[config.mk]
export PLATFORM = sky130hd
export DESIGN_NAME = prefetch_rd_arbiter
export DESIGN_NICKNAME = d
export VERILOG_FILES = /design/src/rtl/prefetch_rd_arbiter.sv
export SDC_FILE = /design/constraint.sdc
export NUM_CORES = 1
export LEC_CHECK = 0
export CELL_PAD_IN_SITES_DETAIL_PLACEMENT = 1
export CELL_PAD_IN_SITES_GLOBAL_PLACEMENT = 1
export CORE_MARGIN = 5
export CORE_UTILIZATION = 29
export DETAILED_ROUTE_END_ITERATION = 12
export PLACE_DENSITY = 0.88
export SLEW_MARGIN = 10
export SYNTH_ARGS = -nofsm -noshare
export SYNTH_HDL_FRONTEND = slang
export SYNTH_SLANG_ARGS = --single-unit
[constraint.sdc]
create_clock -name clk -period 3.4 [get_ports clk]
set_input_delay 0.85 -clock clk [delete_from_list [all_inputs] [get_ports clk]]
set_output_delay 0.85 -clock clk [all_outputs]
set_load 0.01 [all_outputs]
[src/rtl/prefetch_rd_arbiter.sv]
// rtl/prefetch_rd_arbiter.sv - demand/prefetch AR arbiter with in-order R steering
// Demand has priority; a programmable starvation limit forces an occasional prefetch grant.
module prefetch_rd_arbiter #(
  parameter int ADDR_BITS       = 16,
  parameter int BURST_LEN_WIDTH = 8,
  parameter int TID_WIDTH       = 8,
  parameter int DATA_WIDTH      = 8,
  parameter int LOG_OUTSTANDING = 3,
  parameter int STARVE_WIDTH    = 6
) (
  input  logic                       clk,
  input  logic                       rst,
  input  logic                       en,
  input  logic [STARVE_WIDTH-1:0]    crs_starve_limit,
  input  logic                       d_ar_valid,
  output logic                       d_ar_ready,
  input  logic [ADDR_BITS-1:0]       d_ar_addr,
  input  logic [BURST_LEN_WIDTH-1:0] d_ar_len,
  input  logic [TID_WIDTH-1:0]       d_ar_id,
  input  logic                       p_ar_valid,
  output logic                       p_ar_ready,
  input  logic [ADDR_BITS-1:0]       p_ar_addr,
  input  logic [BURST_LEN_WIDTH-1:0] p_ar_len,
  input  logic [TID_WIDTH-1:0]       p_ar_id,
  output logic                       m_ar_valid,
  input  logic                       m_ar_ready,
  output logic [ADDR_BITS-1:0]       m_ar_addr,
  output logic [BURST_LEN_WIDTH-1:0] m_ar_len,
  output logic [TID_WIDTH-1:0]       m_ar_id,
  input  logic                       m_r_valid,
  output logic                       m_r_ready,
  input  logic                       m_r_last,
  input  logic [DATA_WIDTH-1:0]      m_r_data,
  input  logic [TID_WIDTH-1:0]       m_r_id,
  output logic                       d_r_valid,
  input  logic                       d_r_ready,
  output logic                       d_r_last,
  output logic [DATA_WIDTH-1:0]      d_r_data,
  output logic [TID_WIDTH-1:0]       d_r_id,
  output logic                       p_r_valid,
  input  logic                       p_r_ready,
  output logic                       p_r_last,
  output logic [DATA_WIDTH-1:0]      p_r_data,
  output logic [TID_WIDTH-1:0]       p_r_id,
  output logic [LOG_OUTSTANDING:0]   outstanding,
  output logic [STARVE_WIDTH-1:0]    starve_cnt
);

  localparam int DEPTH = 1 << LOG_OUTSTANDING;
  localparam logic [LOG_OUTSTANDING:0]   CNT_ONE    = 1;
  localparam logic [LOG_OUTSTANDING-1:0] PTR_ONE    = 1;
  localparam logic [STARVE_WIDTH-1:0]    STARVE_ONE = 1;
  localparam logic [STARVE_WIDTH-1:0]    STARVE_MAX = '1;

  logic [DEPTH-1:0]           tags;
  logic [LOG_OUTSTANDING-1:0] wr_ptr;
  logic [LOG_OUTSTANDING-1:0] rd_ptr;
  logic slot_free, fifo_full, fifo_empty, can_grant;
  logic force_p, pick_p, grant, pop, head_tag;

  // Count never exceeds DEPTH, so its top bit alone means full.
  assign fifo_full  = outstanding[LOG_OUTSTANDING];
  assign fifo_empty = (outstanding == '0);
  assign slot_free  = !m_ar_valid || m_ar_ready;
  assign can_grant  = !rst && slot_free && en && !fifo_full;

  assign force_p    = (crs_starve_limit != '0) && (starve_cnt >= crs_starve_limit);
  assign pick_p     = p_ar_valid && (!d_ar_valid || force_p);
  assign d_ar_ready = can_grant && d_ar_valid && !pick_p;
  assign p_ar_ready = can_grant && pick_p;
  assign grant      = d_ar_ready || p_ar_ready;

  // Head tag picks the R destination; bursts come back in issue order.
  assign head_tag  = tags[rd_ptr];
  assign d_r_valid = !fifo_empty && !head_tag && m_r_valid;
  assign p_r_valid = !fifo_empty && head_tag && m_r_valid;
  assign m_r_ready = !fifo_empty && (head_tag ? p_r_ready : d_r_ready);
  assign pop       = m_r_valid && m_r_ready && m_r_last;

  assign d_r_last = m_r_last;
  assign d_r_data = m_r_data;
  assign d_r_id   = m_r_id;
  assign p_r_last = m_r_last;
  assign p_r_data = m_r_data;
  assign p_r_id   = m_r_id;

  always_ff @(posedge clk or posedge rst) begin
    if (rst) begin
      m_ar_valid <= 1'b0;
      m_ar_addr  <= '0;
      m_ar_len   <= '0;
      m_ar_id    <= '0;
    end else if (grant) begin
      m_ar_valid <= 1'b1;
      m_ar_addr  <= p_ar_ready ? p_ar_addr : d_ar_addr;
      m_ar_len   <= p_ar_ready ? p_ar_len  : d_ar_len;
      m_ar_id    <= p_ar_ready ? p_ar_id   : d_ar_id;
    end else if (m_ar_ready) begin
      m_ar_valid <= 1'b0;
    end
  end

  always_ff @(posedge clk or posedge rst) begin
    if (rst) begin
      starve_cnt <= '0;
    end else if (p_ar_ready) begin
      starve_cnt <= '0;
    end else if (d_ar_ready && p_ar_valid && starve_cnt != STARVE_MAX) begin
      starve_cnt <= starve_cnt + STARVE_ONE;
    end
  end

  always_ff @(posedge clk or posedge rst) begin
    if (rst) begin
      wr_ptr      <= '0;
      rd_ptr      <= '0;
      outstanding <= '0;
    end else begin
      if (grant) wr_ptr <= wr_ptr + PTR_ONE;
      if (pop)   rd_ptr <= rd_ptr + PTR_ONE;
      if (grant && !pop)      outstanding <= outstanding + CNT_ONE;
      else if (!grant && pop) outstanding <= outstanding - CNT_ONE;
    end
  end

  // Tag storage needs no reset: entries are only read while the count says they are live.
  always_ff @(posedge clk) begin
    if (grant) tags[wr_ptr] <= p_ar_ready;
  end

endmodule

==> out/metrics.csv, run 1 <==
stage;metric;value;unit
outcome;run status;complete, no violations;
yosys;sequential-to-total area share from yosys stat;42.7;%
clock_network;Max Buffers Root-to-Sink;2;
sta;final hold slack;504;ps
global_route;total gr overflow;0;
yosys;Async SR Flop Fraction;86.0;%
sta;Worst Skew;7.08;ps
global_route;first-pass GRT wire length;19100;um
global_route;GRT Max-Usage Layer;met2;
final_layout;filler instances;1307;
final_layout;area grow syn2layout;47.5;%
yosys;ranking of synthesized cells by area;dfrtp_1, buf_4, o211ai_1;
placed_design;placed cells;598;
global_route;M2 GR Usage;29.0;%
routing;Vias;3260;
sta;max_slew headroom;67.8;%
yosys;Syn Inst Count;370;
clock_network;Root Driver;clkbuf_16;
yosys;Yosys top cell area share;35.7;%
final_layout;Ant. Diodes;0;
yosys;dominant synthesized flop cell;dfrtp_1;
global_route;largest net degree at the start of global routing;40;
placed_design;post-DP HPWL;8360;um
sta;RSZ-0062 raised after global routing;false;
critical_path;WS Path Type;primary input to primary output;
yosys;post-synth cell types;47;
final_layout;Final Cell Area;5060;um2
worst_hold_path;Hold Path Stages;2;
worst_hold_path;worst min path class;flop to flop;
yosys;Yosys top cell by area;dfrtp_1;
critical_path;Reg-to-Reg Start;rd_ptr[1];
critical_path;crit-path cells;clkdlybuf4s50_1 > ha_1 > nand2b_1 > a21oi_2 > o21ai_4 > and2_1 > nor2_1 > buf_4;
critical_path;FF-to-FF path depth;12;
clock_network;Setup Buffers After CTS;0;
routing;wirelength, routed;11600;um
global_route;vias in the first global route;3757;
clock_network;clock net sink count;57;
placed_design;pre-CTS setup slack;-763;ps
pwr;Pwr Density;757;nW/um2
floorplan;Die Span X;119;um
sta;Max Freq;307;MHz
sta;final hold viol count;0;
yosys;Syn Area/Cell;9.28;um2
yosys;Ys Warns;0;
yosys;Synth Net Count;479;
routing;Detail Route Antenna Nets;0;
final_layout;layout cells sized above 1;11.7;%
floorplan;num ports;178;
final_layout;Nets;575;
routing;DRT iter0 DRCs;167;
critical_path;critical path arrival;2410;ps
clock_network;CTS Hold Bufs;0;
placed_design;RePlAce Congestion;0.784;
critical_path;Critical Path Max Stage Delay;420;ps
routing;Avg WL per Cell;18.9;um
sta;Final setup viols;0;
floorplan;starting density of the core;29.8;%
floorplan;Core Footprint;11500;um2
floorplan;Die Span Y;119;um
critical_path;Setup crit end kind;primary output;
critical_path;slowest cell on the critical path;clkdlybuf4s50_1;
floorplan;Std-Cell Rows;39;
yosys;Seq cells post-synth;57;
pwr;Leak;0.00198;uW
placed_design;placed instance area;4720;um2
critical_path;CP startpoint kind;primary input;
yosys;Cell Area, Synth;3430;um2
clock_network;cts bufs inserted;9;
sta;Final Worst Setup Slack;142;ps
global_route;met3 Usage GRT;6.54;%
worst_hold_path;origin of the worst min-delay path;m_ar_len[2];
sta;Max Slew Vio Count;0;
run;maxcap violations;0;
clock_network;CTS tree;done;
global_route;GRT Total Usage;16.7;%
floorplan;die area;14100;um2
final_layout;post-route insts no fill;614;
routing;drt first pass iters;4;
clock_network;clk_lat worst skew;320;ps
pwr;maximum VDD drop;0.291;mV
routing;DRC Markers;0;
routing;detailed-route vias per instance;5.31;
clock_network;Reg clk slew, reported paths;50;ps
sta;fin crit share;95.8;%
critical_path;CP startpoint;crs_starve_limit[0];
placed_design;PortBufs;129;
critical_path;Worst Path Required;2550;ps
global_route;initial antenna violation count;0;
critical_path;crit-path max FO;2;
global_route;met1 usage;18.8;%
sta;Period minus WS final;3260;ps
sta;Setup TNS;0;ps
sta;Slew @ Worst Pin;482;ps
yosys;Post-synth EDFFs;8;
clock_network;CTS H-tree lvls;3;
==> cell type report <==
class	instances	area [um2]	share of cell area [%]
inverters	10	37.5	0.741
flip-flops and latches	57	1470	29.0
multi-input cells	240	1650	32.5
clock inverters	6	60.1	1.19
well taps	143	179	3.53
clock buffers	10	229	4.52
repair buffers	148	1450	28.5
==> worst paths after layout <==
| path | end | slack, ps |
|---|---|---|
| worst max-delay path | d_ar_ready | 140 |
| worst min-delay path | m_ar_len[2] | 500 |
| worst max register to register | outstanding[3] | 370 |
| worst min register to register | m_ar_len[2] | 500 |
| max in group asynchronous | starve_cnt[5] | 2020 |
| min in group asynchronous | outstanding[3] | 840 |
==> stage by stage <==
| step | power, uW | util, % |
|---|---|---|
| 3_5_place_dp | 2930 | 41.0 |
| 6_report | 3830 | 44.0 |
| 3_3_place_gp | 2820 | 41.0 |
| 4_1_cts | 3870 | 43.8 |
| 5_1_grt | 4100 | 44.0 |
| 2_1_floorplan | 2050 | - |
==> state kept, by name, summed over array words and instances (netlist names) <==
| signal | count |
|---|---|
| wr_ptr | 3 |
| rd_ptr | 3 |
| m_ar_id | 8 |
| m_ar_len | 8 |
| m_ar_valid | 1 |
| starve_cnt | 6 |
| outstanding | 4 |
| m_ar_addr | 16 |
| tags | 8 |
==> synthesized netlist by cell type, drive strengths merged, types with 3 or more instances <==
library cell and number:
o211ai 33, ha 12, nand4 32, xnor2 6, a22oi 3, buf 39, inv 10, dfrtp 49
clkbuf 24, a21oi 5, o21ai 5, nor2 9, nor4 3, nand2 53, a21o 4, nand3 38
nand2b 4, mux2 3, edfxtp 8
==> layout by cell type (no fill, tap or decap), types with 2 or more instances in the layout <==
cell type,Yosys,routed
xnor2_1,6,6
a21oi_1,5,4
or4_1,2,2
nor3_1,2,2
clkbuf_16,0,9
nand2_1,53,53
edfxtp_1,8,8
inv_2,0,3
xor2_1,2,2
nand2b_1,4,3
o21ai_4,0,2
nand3_1,38,38
dlygate4sd2_1,0,2
nand4_1,32,32
dlymetal6s2s_1,0,2
ha_1,12,9
nor4_1,3,3
clkinvlp_4,0,2
a22oi_1,3,3
clkinv_2,0,3
nor3b_1,2,2
buf_4,34,18
o21ai_0,4,3
ha_4,0,2
o211ai_1,33,33
a21o_1,4,4
dfrtp_1,49,48
nor4b_1,2,2
inv_1,10,7
nor2_1,9,9
clkdlybuf4s50_1,0,123
==> what timing repair did <==
item,4_1_cts,5_1_grt
setup endpoints to repair,2,4
pin swaps,2,3
hold endpoints to repair,0,0
resized for setup,19,9
cloned,0,0
==> metal layers <==
metal	wire, um	up-vias
met5	0	-
met1	4720	1617
li1	-	1511
met4	242	0
met3	840	18
met2	5820	114
==> cells by family after synthesis <==
logic type	after synthesis	synth area share, %
simple gates	151	21.9
buf+inv	73	11.7
compound gates	61	13.0
flops	57	42.7
fa+ha+maj	13	4.96
xor+xnor	8	2.04
mux	7	3.57
==> where the power goes <==
group | total, uW | switching (uW) | leakage (uW) | internal [uW]
logic | 1730 | 796 | 0.00117 | 933
clock network | 878 | 315 | 0.000138 | 562
registers | 1230 | 266 | 0.000670 | 960
total | 3830 | 1380 | 0.00198 | 2460
==> critical path, delay by kind of cell <==
family / cells / cell delay (ps)
compound gates: 2 / 250
fa+ha+maj: 1 / 290
buf+inv: 2 / 570
simple gates: 3 / 430
No activity file was read; power rests on OpenSTA's default activity.
==> run 2: changes to the inputs <==
--- a/config.mk
+++ b/config.mk
@@ -11,6 +11,7 @@
 export CORE_UTILIZATION = 29
 export DETAILED_ROUTE_END_ITERATION = 12
 export PLACE_DENSITY = 0.88
+export REMOVE_ABC_BUFFERS = 1
 export SLEW_MARGIN = 10
 export SYNTH_ARGS = -nofsm -noshare
 export SYNTH_HDL_FRONTEND = slang
==> run 2 against run 1 <==
  * Critical path depth up 3
  * Highest routed layer unchanged
  * Clock power down 2%
  * Setup slack worse by 53 ps
  * Clock-buffer cell count down 1
  * Die area unchanged
  * Critical endpoint is now p_ar_ready
  * Largest cell class unchanged
  * Combinational power about the same
==> out/metrics.csv, run 2 (same netlist as run 1, synthesis figures left out) <==
stage;metric;value;unit
outcome;run status;complete, no violations;
placed_design;pre-CTS setup slack;-637;ps
run;maxcap violations;0;
final_layout;commonest non-fill, non-tap cell in the layout;clkdlybuf4s50_1;
global_route;GRT Total Usage;17.1;%
critical_path;WP buf/inv;5;
final_layout;post-route insts no fill;617;
clock_network;Max Buffers Root-to-Sink;2;
floorplan;Die Span Y;119;um
critical_path;crit-path max FO;2;
sta;Worst Skew;7.70;ps
floorplan;num ports;178;
global_route;initial antenna violation count;0;
routing;wirelength, routed;12100;um
clock_network;CTS Hold Bufs;0;
placed_design;RePlAce Congestion;0.804;
sta;Setup TNS;0;ps
clock_network;CTS tree;done;
sta;RSZ-0062 raised after global routing;false;
routing;DRT iter0 DRCs;138;
routing;Vias;3289;
routing;Detail Route Antenna Nets;0;
worst_hold_path;worst min path class;flop to flop;
clock_network;Root Driver;clkbuf_16;
pwr;Leak;0.00201;uW
routing;drt first pass iters;4;
placed_design;PortBufs;129;
critical_path;crit-path cells;dlygate4sd2_1 > inv_1 > ha_1 > nand2b_4 > a2111oi_4 > buf_4 > o21ai_4 > buf_4 > nand2_1 > nor2_1 > buf_2;
clock_network;Reg clk slew, reported paths;50;ps
final_layout;area grow syn2layout;47.6;%
critical_path;critical path arrival;2460;ps
routing;detailed-route vias per instance;5.33;
floorplan;Die Span X;119;um
final_layout;Nets;578;
sta;Final setup viols;0;
floorplan;die area;14100;um2
sta;Period minus WS final;3310;ps
sta;fin crit share;97.4;%
routing;Avg WL per Cell;19.6;um
sta;Slew @ Worst Pin;782;ps
final_layout;filler instances;1318;
routing;DRC Markers;0;
clock_network;clock net sink count;57;
critical_path;CP startpoint kind;primary input;
placed_design;placed instance area;4730;um2
global_route;largest net degree at the start of global routing;40;
clock_network;CTS H-tree lvls;3;
sta;max_slew headroom;47.8;%
final_layout;Ant. Diodes;0;
final_layout;Final Util;44.0;%
pwr;Pwr Density;753;nW/um2
critical_path;most frequent CP cell;buf_4;
final_layout;layout cells sized above 1;11.2;%
global_route;vias in the first global route;3750;
critical_path;Worst Path Required;2550;ps
sta;final hold viol count;0;
final_layout;Biggest register;m_ar_addr;
floorplan;starting density of the core;29.8;%
clock_network;clk_lat worst skew;320;ps
clock_network;cts bufs inserted;9;
placed_design;post-DP HPWL;9040;um
sta;Max Freq;302;MHz
placed_design;placed cells;601;
global_route;first-pass GRT wire length;19600;um
sta;Final Worst Setup Slack;88.8;ps
clock_network;Setup Buffers After CTS;0;
final_layout;max reg flops;16;
sta;Max Slew Vio Count;0;
critical_path;Critical Path Max Stage Delay;310;ps
pwr;maximum VDD drop;0.301;mV
critical_path;slowest cell on the critical path;a2111oi_4;
critical_path;WS Path Type;primary input to primary output;
global_route;total gr overflow;0;
floorplan;Std-Cell Rows;39;
final_layout;most frequent cells in the layout;clkdlybuf4s50_1, nand2_1, dfrtp_1;
critical_path;critical path's top delay family;buffers and inverters;
final_layout;Final Cell Area;5070;um2
floorplan;Core Footprint;11500;um2
critical_path;Setup crit end kind;primary output;
-- run 2: changes by cell type in the layout (fill, tap and decap cells not counted), sizes merged --
cell / previous run / this run
clkdlybuf4s50: 123 / 122
clkbuf: 10 / 9
dlygate4sd2: 2 / 1
buf: 21 / 24
clkinv: 3 / 4
dlymetal6s2s: 2 / 4
-- run 2: stage by stage --
stage                     hold slack [ps]  power (uW)
after detailed placement              497        2950
after floorplan                       472        2020
after CTS                             508        3860
final                                 502        3820
after global placement                489        2840
after global routing                  530        4070
-- run 2: area by class of cell --
| type | count | area, um2 | area share (%) |
|---|---|---|---|
| multi-input combinational | 240 | 1640 | 32.3 |
| sequential | 57 | 1470 | 28.9 |
| timing repair buffer | 151 | 1460 | 28.8 |
| clock buffer | 9 | 225 | 4.44 |
| tap | 143 | 179 | 3.53 |
| clock inverter | 7 | 61.3 | 1.21 |
| inverter | 10 | 37.5 | 0.741 |
-- run 2: power by group --
group	switching (uW)	leakage [uW]	internal [uW]	total [uW]
clock network	306	0.000134	557	863
logic	807	0.00121	932	1740
registers	255	0.000671	960	1210
total	1370	0.00201	2450	3820
-- run 2: what timing repair did --
item / in CTS / in global routing
pin swaps: 1 / 0
gates resized for setup: 17 / 8
setup endpoints to repair: 2 / 3
-- run 2: routing by layer --
layer	track usage, %	wire [um]	vias to the layer above
li1	-	-	1521
met4	4.85	218	0
met1	19.2	4750	1615
met5	0.347	0	-
met2	30.4	6300	135
met3	6.40	854	18
-- run 2: final timing paths --
path	startpoint	endpoint	slack (ps)	depth (start not counted)
worst max-delay path	crs_starve_limit[5]	p_ar_ready	90	11
worst min-delay path	m_ar_id[6]	m_ar_id[6]	500	2
worst max register to register	rd_ptr[1]	outstanding[3]	370	12
worst min register to register	m_ar_id[6]	m_ar_id[6]	500	2
max in group asynchronous	rst	m_ar_len[2]	1530	4
min in group asynchronous	rst	outstanding[3]	1160	3
-- run 2: worst register-to-register path: stages, from the launching register on --
cell     delay (ps)
dfrtp_1         420
mux4_1          610
mux2_4          320
mux2i_4         220
inv_1            80
ha_1            210
inv_1           110
ha_1            240
a21o_1          160
a21oi_1         190
xnor2_1         140
nor2_1           70
xor2_1          140
